$ cat src/rtl/spi_byte_master.sv
// ---------------------------------------------------------------------------
// SpiByteMaster (module spi_byte_master)
//
// Byte-oriented SPI master, mode 0 (CPOL=0, CPHA=0). Each byte handed over
// on a valid/ready handshake is shifted out MSB first on oMOSI. At the same
// time a byte is shifted in from iMISO. Several bytes can share one chip
// select frame: a byte without iTX_LAST leaves oCSn low and waits for the
// next byte. A byte with iTX_LAST closes the frame. It does this with a hold
// time (oCSn still low) and then a gap (oCSn high), each CLK_DIV cycles long.
//
// Parameters
//   CLK_DIV   oSCLK half-period in iCLK cycles (1..255)
//
// Ports
//   iCLK       system clock, everything on its rising edge
//   iRESETn    synchronous, active-low reset
//   iTX_DATA   byte to transmit, MSB first
//   iTX_VALID  iTX_DATA / iTX_LAST valid
//   iTX_LAST   this byte ends the chip-select frame
//   oTX_READY  a byte is accepted this cycle if iTX_VALID is high
//   oRX_DATA   last byte received on iMISO, held until the next oRX_VALID
//   oRX_VALID  one-cycle strobe, oRX_DATA freshly updated
//   oBUSY      high whenever the engine is not idle
//   oSCLK      SPI clock
//   oMOSI      SPI data out
//   iMISO      SPI data in, already synchronous to iCLK
//   oCSn       SPI chip select, active-low
// ---------------------------------------------------------------------------
module spi_byte_master #(
   parameter int CLK_DIV = 4
) (
   input  logic       iCLK,
   input  logic       iRESETn,
   input  logic [7:0] iTX_DATA,
   input  logic       iTX_VALID,
   input  logic       iTX_LAST,
   output logic       oTX_READY,
   output logic [7:0] oRX_DATA,
   output logic       oRX_VALID,
   output logic       oBUSY,
   output logic       oSCLK,
   output logic       oMOSI,
   input  logic       iMISO,
   output logic       oCSn
);

   typedef enum logic [2:0] {
      IDLE,
      SHIFT,
      WAIT,
      HOLD,
      GAP
   } stateT;

   localparam logic [7:0] LAST_PHASE = 8'(CLK_DIV - 1);

   stateT      state,       stateNext;
   logic [7:0] phaseCnt,    phaseNext;
   logic [2:0] bitCnt,      bitNext;
   logic [6:0] txShift,     txShiftNext;
   logic [6:0] rxShift,     rxShiftNext;
   logic       lastFlag,    lastNext;
   logic       csnNext;
   logic       sclkNext;
   logic       mosiNext;
   logic       readyNext;
   logic       busyNext;
   logic [7:0] rxDataNext;
   logic       rxValidNext;
   logic       accept;

   // A byte is taken only when the registered ready flag is already high.
   // Ready is low in the first cycle after reset even though the state is
   // IDLE, so a byte offered in that cycle is not taken.
   assign accept = iTX_VALID & oTX_READY;

   // State, counters, shift registers and every output are registered
   // here. Reset returns the block to an idle, deselected bus with ready
   // low. Ready comes back one cycle after reset is released.
   always_ff @(posedge iCLK) begin
      if (!iRESETn) begin
         state     <= IDLE;
         phaseCnt  <= 8'd0;
         bitCnt    <= 3'd0;
         txShift   <= 7'd0;
         rxShift   <= 7'd0;
         lastFlag  <= 1'b0;
         oCSn      <= 1'b1;
         oSCLK     <= 1'b0;
         oMOSI     <= 1'b0;
         oTX_READY <= 1'b0;
         oBUSY     <= 1'b0;
         oRX_DATA  <= 8'h00;
         oRX_VALID <= 1'b0;
      end else begin
         state     <= stateNext;
         phaseCnt  <= phaseNext;
         bitCnt    <= bitNext;
         txShift   <= txShiftNext;
         rxShift   <= rxShiftNext;
         lastFlag  <= lastNext;
         oCSn      <= csnNext;
         oSCLK     <= sclkNext;
         oMOSI     <= mosiNext;
         oTX_READY <= readyNext;
         oBUSY     <= busyNext;
         oRX_DATA  <= rxDataNext;
         oRX_VALID <= rxValidNext;
      end
   end

   // Next-state and next-output logic. The outputs are registered, so each
   // value computed here shows up in the cycle after the edge that takes
   // the decision. For example, oCSn falls in the first cycle after the
   // accept edge. phaseCnt counts the iCLK cycles inside one oSCLK half
   // period, or inside the HOLD and GAP intervals. oMOSI always carries the
   // bit being sent. txShift holds the bits still to send. rxShift gathers
   // the bits received so far.
   always_comb begin
      stateNext   = state;
      phaseNext   = phaseCnt;
      bitNext     = bitCnt;
      txShiftNext = txShift;
      rxShiftNext = rxShift;
      lastNext    = lastFlag;
      csnNext     = oCSn;
      sclkNext    = oSCLK;
      mosiNext    = oMOSI;
      readyNext   = oTX_READY;
      rxDataNext  = oRX_DATA;
      rxValidNext = 1'b0;

      unique case (state)
         IDLE: begin
            csnNext   = 1'b1;
            sclkNext  = 1'b0;
            mosiNext  = 1'b0;
            readyNext = 1'b1;
            phaseNext = 8'd0;
            bitNext   = 3'd0;
            if (accept) begin
               stateNext   = SHIFT;
               csnNext     = 1'b0;
               readyNext   = 1'b0;
               bitNext     = 3'd7;
               mosiNext    = iTX_DATA[7];
               txShiftNext = iTX_DATA[6:0];
               lastNext    = iTX_LAST;
            end
         end

         SHIFT: begin
            if (phaseCnt == LAST_PHASE) begin
               phaseNext = 8'd0;
               if (!oSCLK) begin
                  sclkNext = 1'b1;
               end else begin
                  sclkNext    = 1'b0;
                  rxShiftNext = {rxShift[5:0], iMISO};
                  if (bitCnt == 3'd0) begin
                     rxDataNext  = {rxShift, iMISO};
                     rxValidNext = 1'b1;
                     if (lastFlag) begin
                        stateNext = HOLD;
                     end else begin
                        stateNext = WAIT;
                        readyNext = 1'b1;
                     end
                  end else begin
                     bitNext     = bitCnt - 3'd1;
                     mosiNext    = txShift[6];
                     txShiftNext = {txShift[5:0], 1'b0};
                  end
               end
            end else begin
               phaseNext = phaseCnt + 8'd1;
            end
         end

         WAIT: begin
            readyNext = 1'b1;
            if (accept) begin
               stateNext   = SHIFT;
               readyNext   = 1'b0;
               phaseNext   = 8'd0;
               bitNext     = 3'd7;
               mosiNext    = iTX_DATA[7];
               txShiftNext = iTX_DATA[6:0];
               lastNext    = iTX_LAST;
            end
         end

         HOLD: begin
            if (phaseCnt == LAST_PHASE) begin
               stateNext = GAP;
               phaseNext = 8'd0;
               csnNext   = 1'b1;
               mosiNext  = 1'b0;
            end else begin
               phaseNext = phaseCnt + 8'd1;
            end
         end

         GAP: begin
            if (phaseCnt == LAST_PHASE) begin
               stateNext = IDLE;
               phaseNext = 8'd0;
               readyNext = 1'b1;
            end else begin
               phaseNext = phaseCnt + 8'd1;
            end
         end

         default: begin
            stateNext = IDLE;
         end
      endcase

      busyNext = (stateNext != IDLE);
   end

endmodule

$ cat config.mk
export PLATFORM = sky130hd
export DESIGN_NAME = spi_byte_master
export DESIGN_NICKNAME = d
export VERILOG_FILES = /design/src/rtl/spi_byte_master.sv
export SDC_FILE = /design/constraint.sdc
export NUM_CORES = 1
export LEC_CHECK = 0
export ABC_AREA = 1
export CELL_PAD_IN_SITES_DETAIL_PLACEMENT = 0
export CELL_PAD_IN_SITES_GLOBAL_PLACEMENT = 2
export CORE_UTILIZATION = 27
export CTS_CLUSTER_SIZE = 28
export DETAILED_ROUTE_END_ITERATION = 10
export HOLD_SLACK_MARGIN = 0.03
export PLACE_DENSITY = 0.74
export SLEW_MARGIN = 0
export SYNTH_ARGS = -nofsm -noshare
export SYNTH_HDL_FRONTEND = slang
export SYNTH_SLANG_ARGS = --single-unit
export TNS_END_PERCENT = 10
$ cat constraint.sdc
create_clock -name iCLK -period 1.45 [get_ports iCLK]
set_input_delay 0.145 -clock iCLK [delete_from_list [all_inputs] [get_ports iCLK]]
set_output_delay 0.145 -clock iCLK [all_outputs]
set_load 0.02 [all_outputs]
==> results.txt <==
- Final setup slack of the worst path: 48.9 ps
- Once layout is complete, the utilization of the core stands at 0.419.
* Area leader, netlist: sky130_fd_sc_hd__dfxtp_1
- Maximum number of pins on one net before global-route repair: 19
- Fraction of layout instances using a drive strength above 1: 0.302
- The net count of the finished layout is around 380.
- Clock Latency Late Sink: 300 ps
- Relative to the synthesized area, the layout overhead comes to 48.8%.
- Startpoint of the tightest hold check path: iMISO
* Share of power burned in combinational logic: 0.194
- Worst reg2reg endpoint: oRX_DATA[7]
- For the worst setup path, the data arrival time is 1640 ps.
- I/O pin count: 27
- For this configuration, the core starts out at a cell density of 0.282.
- The initial antenna violation count was 0.
- Class of the tightest hold or removal check: input pin to flip-flop
* Crit path capture type: flip-flop
- The first TritonRoute pass finished after 4 iterations.
- For the pin with the worst max-slew slack, the measured transition is roughly 480 ps.
- Placeable core region: approximately 0.0073 sq mm
- Buffers inserted during clock tree synthesis total 5.
- The share of synthesized area in the top cell type comes to 0.417.
* WHS: roughly 410 ps
- The mapped netlist covers between 0.002 and 0.0025 sq mm.
- The tree built by TritonCTS fans out to 43 sinks.
- FF-to-FF path depth: 9
* Average size of a mapped cell: between 6 and 7 sq um
* DRC violations left: 0
- Drt total wl: 5.37 mm
- Unrepaired setup endpoints after global routing: yes
- Maximum level of the CTS H-tree: 2
- After synthesis, the share of flip-flops with an asynchronous set or reset is 0.
* Crit Path Class: flip-flop to flip-flop
* End of the worst hold path: oRX_DATA[0]
- The floorplan step set the die width to approximately 89 um.
- WL/cell: 11.5 um
* Count of maximum capacitance violations: 0
* Part of the total power dissipated in the clock network: 0.352
- The count of nets left with antenna violations once routing finished came out at 0.
- Place WS: -54.5 ps
- Congestion Overflow GR: 0
- Max clock buf depth: 2
- VDD sags by at most 0.400 mV.
- Via count: 2083
- Seq/Total Area, Yosys: 0.417
* Height of the die: 89.4 um
- Pint: between 0.002 and 0.0025 W
* Most area-consuming cells after synthesis: sky130_fd_sc_hd__dfxtp_1 (42%), sky130_fd_sc_hd__nand2_1 (12%), sky130_fd_sc_hd__a21oi_1 (9.2%)
- Routability Congestion: 0.783
- Counting every net in the synthesized netlist gives 315.
- Post-synth EDFFs: 0
- On the final layout, the worst clock skew is roughly 14 ps.
- Die footprint: around 0.008 sq mm
- Synthesis instantiated 31 different standard cells from the library.
- The most used flip-flop cell after synthesis is sky130_fd_sc_hd__dfxtp_1.
- In this run the worst path has a maximum fanout of 8.
- Achievable frequency: approximately 710 MHz
- Once placement finished, the instance area stood at about 0.0027 sq mm.
- The worst hold path passes through 3 cells.
* Via density: 4.46
- TritonCTS built the clock tree.
- The tree is rooted in a sky130_fd_sc_hd__clkbuf_8.
- Count leader, synth: sky130_fd_sc_hd__nand2_1
- Final design instance area without fill: between 0.003 and 0.004 sq mm
- After clock tree synthesis, the clock-pin slew on the worst setup and hold paths is around 100 ps.
* Net switching fraction of the power: 0.284
* Nature of the critical path startpoint: flip-flop
- Synth warnings: 0
- Status: finished, final reports clean
* Hold buffer count at CTS: 0
- Inserted Diodes: 0
- Headroom to the max-slew limit came out at 0.682.
- Setup violations remaining at the end of the flow were counted as 0.
- Post-route clock period utilization: 0.966
* Min Tclk post-route: around 1400 ps
* Max-slew violation total from the final report: 0
- Count of mapped cells out of synthesis: around 300
- Via count of the first global-routing pass: ~1900
- Most numerous cell types in the synthesized netlist: sky130_fd_sc_hd__nand2_1 (67), sky130_fd_sc_hd__dfxtp_1 (43), sky130_fd_sc_hd__a21oi_1 (38), sky130_fd_sc_hd__nor2_1 (31), sky130_fd_sc_hd__inv_1 (30)
* Register bit count reported by yosys: 43
* Count of standard-cell rows: 31
- In this run the critical register-to-register path is launched from phaseCnt[0].
- In this run the power spent charging and discharging nets is roughly 0.00079 W.
- The detailed router finished its first iteration with about 110 violations.
- Setup slack on the worst flop-to-flop path: 50 ps
- Final-report hold violation count: 0
* Total Power: roughly 0.0028 W
- Summed over all cells, the static leakage comes to 1.30 nW.
* Power per cell area: 911 mW/mm^2
- CP required: ~1700 ps
- PortBufs: 26
* Global-route wire length before repair: between 8 and 9 mm
- Flop pwr share: 0.454
- Once detailed placement completed, the half-perimeter wirelength came to around 3.8 mm.
- For this run, the total global-route usage over all layers was measured as 0.141.
state kept, by name (all words and copies together) (netlist names):
signal and count:
rxShift 7, oSCLK 1, oRX_VALID 1, oBUSY 1, oMOSI 1, oRX_DATA 8, phaseCnt 8, state 3
lastFlag 1, bitCnt 3, oTX_READY 1, oCSn 1, txShift 7
worst max-delay path, cell delays in order (launching register included):
cell,delay [ps]
sky130_fd_sc_hd__dfxtp_2,360
sky130_fd_sc_hd__ha_4,130
sky130_fd_sc_hd__nand2_2,60
sky130_fd_sc_hd__nor2_4,160
sky130_fd_sc_hd__buf_6,120
sky130_fd_sc_hd__nand2_4,50
sky130_fd_sc_hd__clkinv_4,110
sky130_fd_sc_hd__nand2_8,80
sky130_fd_sc_hd__buf_4,150
sky130_fd_sc_hd__a21oi_2,130
power groups by stage:
stage | clock, W | combinational, W | sequential, W
6_report | 0.000986 | 0.000543 | 0.00127
5_1_grt | 0.00107 | 0.000621 | 0.00128
4_1_cts | 0.00103 | 0.000488 | 0.00127
3_5_place_dp | 0 | 0.000484 | 0.00130
3_3_place_gp | 0 | 0.000485 | 0.00130
2_1_floorplan | 0 | 0.000274 | 0.00131
logic make-up (layout without fill, tap and decap cells):
kind of cell	after synthesis	count (layout)	share of synthesized area
AOI/OAI and AO/OA	62	62	0.157
xor gates and xnor gates	2	2	0.00849
adders and majority gates	3	3	0.0182
buffers and inverters	45	113	0.0909
DFF	43	43	0.417
and+or+nand+nor	144	145	0.308
layer usage:
metal  global-route usage  wire length (um)  vias up
li1                     -                 -     1102
met1                0.179              2540      955
met2                0.242              2640       24
met3               0.0295               157        2
met4               0.0390                35        0
met5                    0                 0        -
metrics by stage:
step                      cells  setup TNS [ps]
final                       467               0
after floorplan             299               0
after global placement      454            -509
after global routing        467            -301
after CTS                   462           -4.70
after detailed placement    454            -842
layout by cell type, fill, tap and decap left out, types with 2 or more instances in the layout:
master / count
sky130_fd_sc_hd__a21oi_1: 29
sky130_fd_sc_hd__a21oi_2: 9
sky130_fd_sc_hd__buf_4: 38
sky130_fd_sc_hd__buf_6: 3
sky130_fd_sc_hd__clkbuf_8: 5
sky130_fd_sc_hd__clkdlybuf4s50_1: 23
sky130_fd_sc_hd__dfxtp_1: 36
sky130_fd_sc_hd__dfxtp_2: 5
sky130_fd_sc_hd__dfxtp_4: 2
sky130_fd_sc_hd__dlymetal6s2s_1: 2
sky130_fd_sc_hd__inv_1: 28
sky130_fd_sc_hd__inv_2: 6
sky130_fd_sc_hd__inv_4: 2
sky130_fd_sc_hd__nand2_1: 58
sky130_fd_sc_hd__nand2_2: 9
sky130_fd_sc_hd__nand2_4: 4
sky130_fd_sc_hd__nand2_8: 2
sky130_fd_sc_hd__nand3_1: 24
sky130_fd_sc_hd__nand3_2: 3
sky130_fd_sc_hd__nand3_4: 2
sky130_fd_sc_hd__nand3b_1: 2
sky130_fd_sc_hd__nand4_1: 2
sky130_fd_sc_hd__nor2_1: 23
sky130_fd_sc_hd__nor2_2: 8
sky130_fd_sc_hd__nor2_4: 4
sky130_fd_sc_hd__o21ai_0: 9
sky130_fd_sc_hd__o21ai_1: 10
how the worst max path moves through the flow:
stage,startpoint,endpoint,slack [ps],cells past startpoint
3_5_place_dp,state[0],phaseCnt[3],-50,9
5_1_grt,phaseCnt[0],oMOSI,-30,10
3_3_place_gp,state[0],oBUSY,-60,9
2_1_floorplan,phaseCnt[0],txShift[6],40,9
6_report,phaseCnt[0],oRX_DATA[7],50,9
4_1_cts,phaseCnt[1],oRX_DATA[3],-5,9
final cells by class:
| type | instances | area (sq um) |
|---|---|---|
| Clock buffer | 5 | 68.8 |
| Multi-Input combinational cell | 212 | 1220 |
| Tap cell | 99 | 124 |
| Timing Repair Buffer | 68 | 588 |
| Clock inverter | 3 | 46.3 |
| Fill cell | 797 | 4260 |
| Sequential cell | 43 | 875 |
| Inverter | 37 | 149 |
timing repair:
item,in CTS,in global routing
setup endpoints to repair,33,38
gates cloned,0,2
resized for setup,12,59
pin swaps,2,24
setup buffers,0,3
No activity file was read; power rests on OpenSTA's default activity.
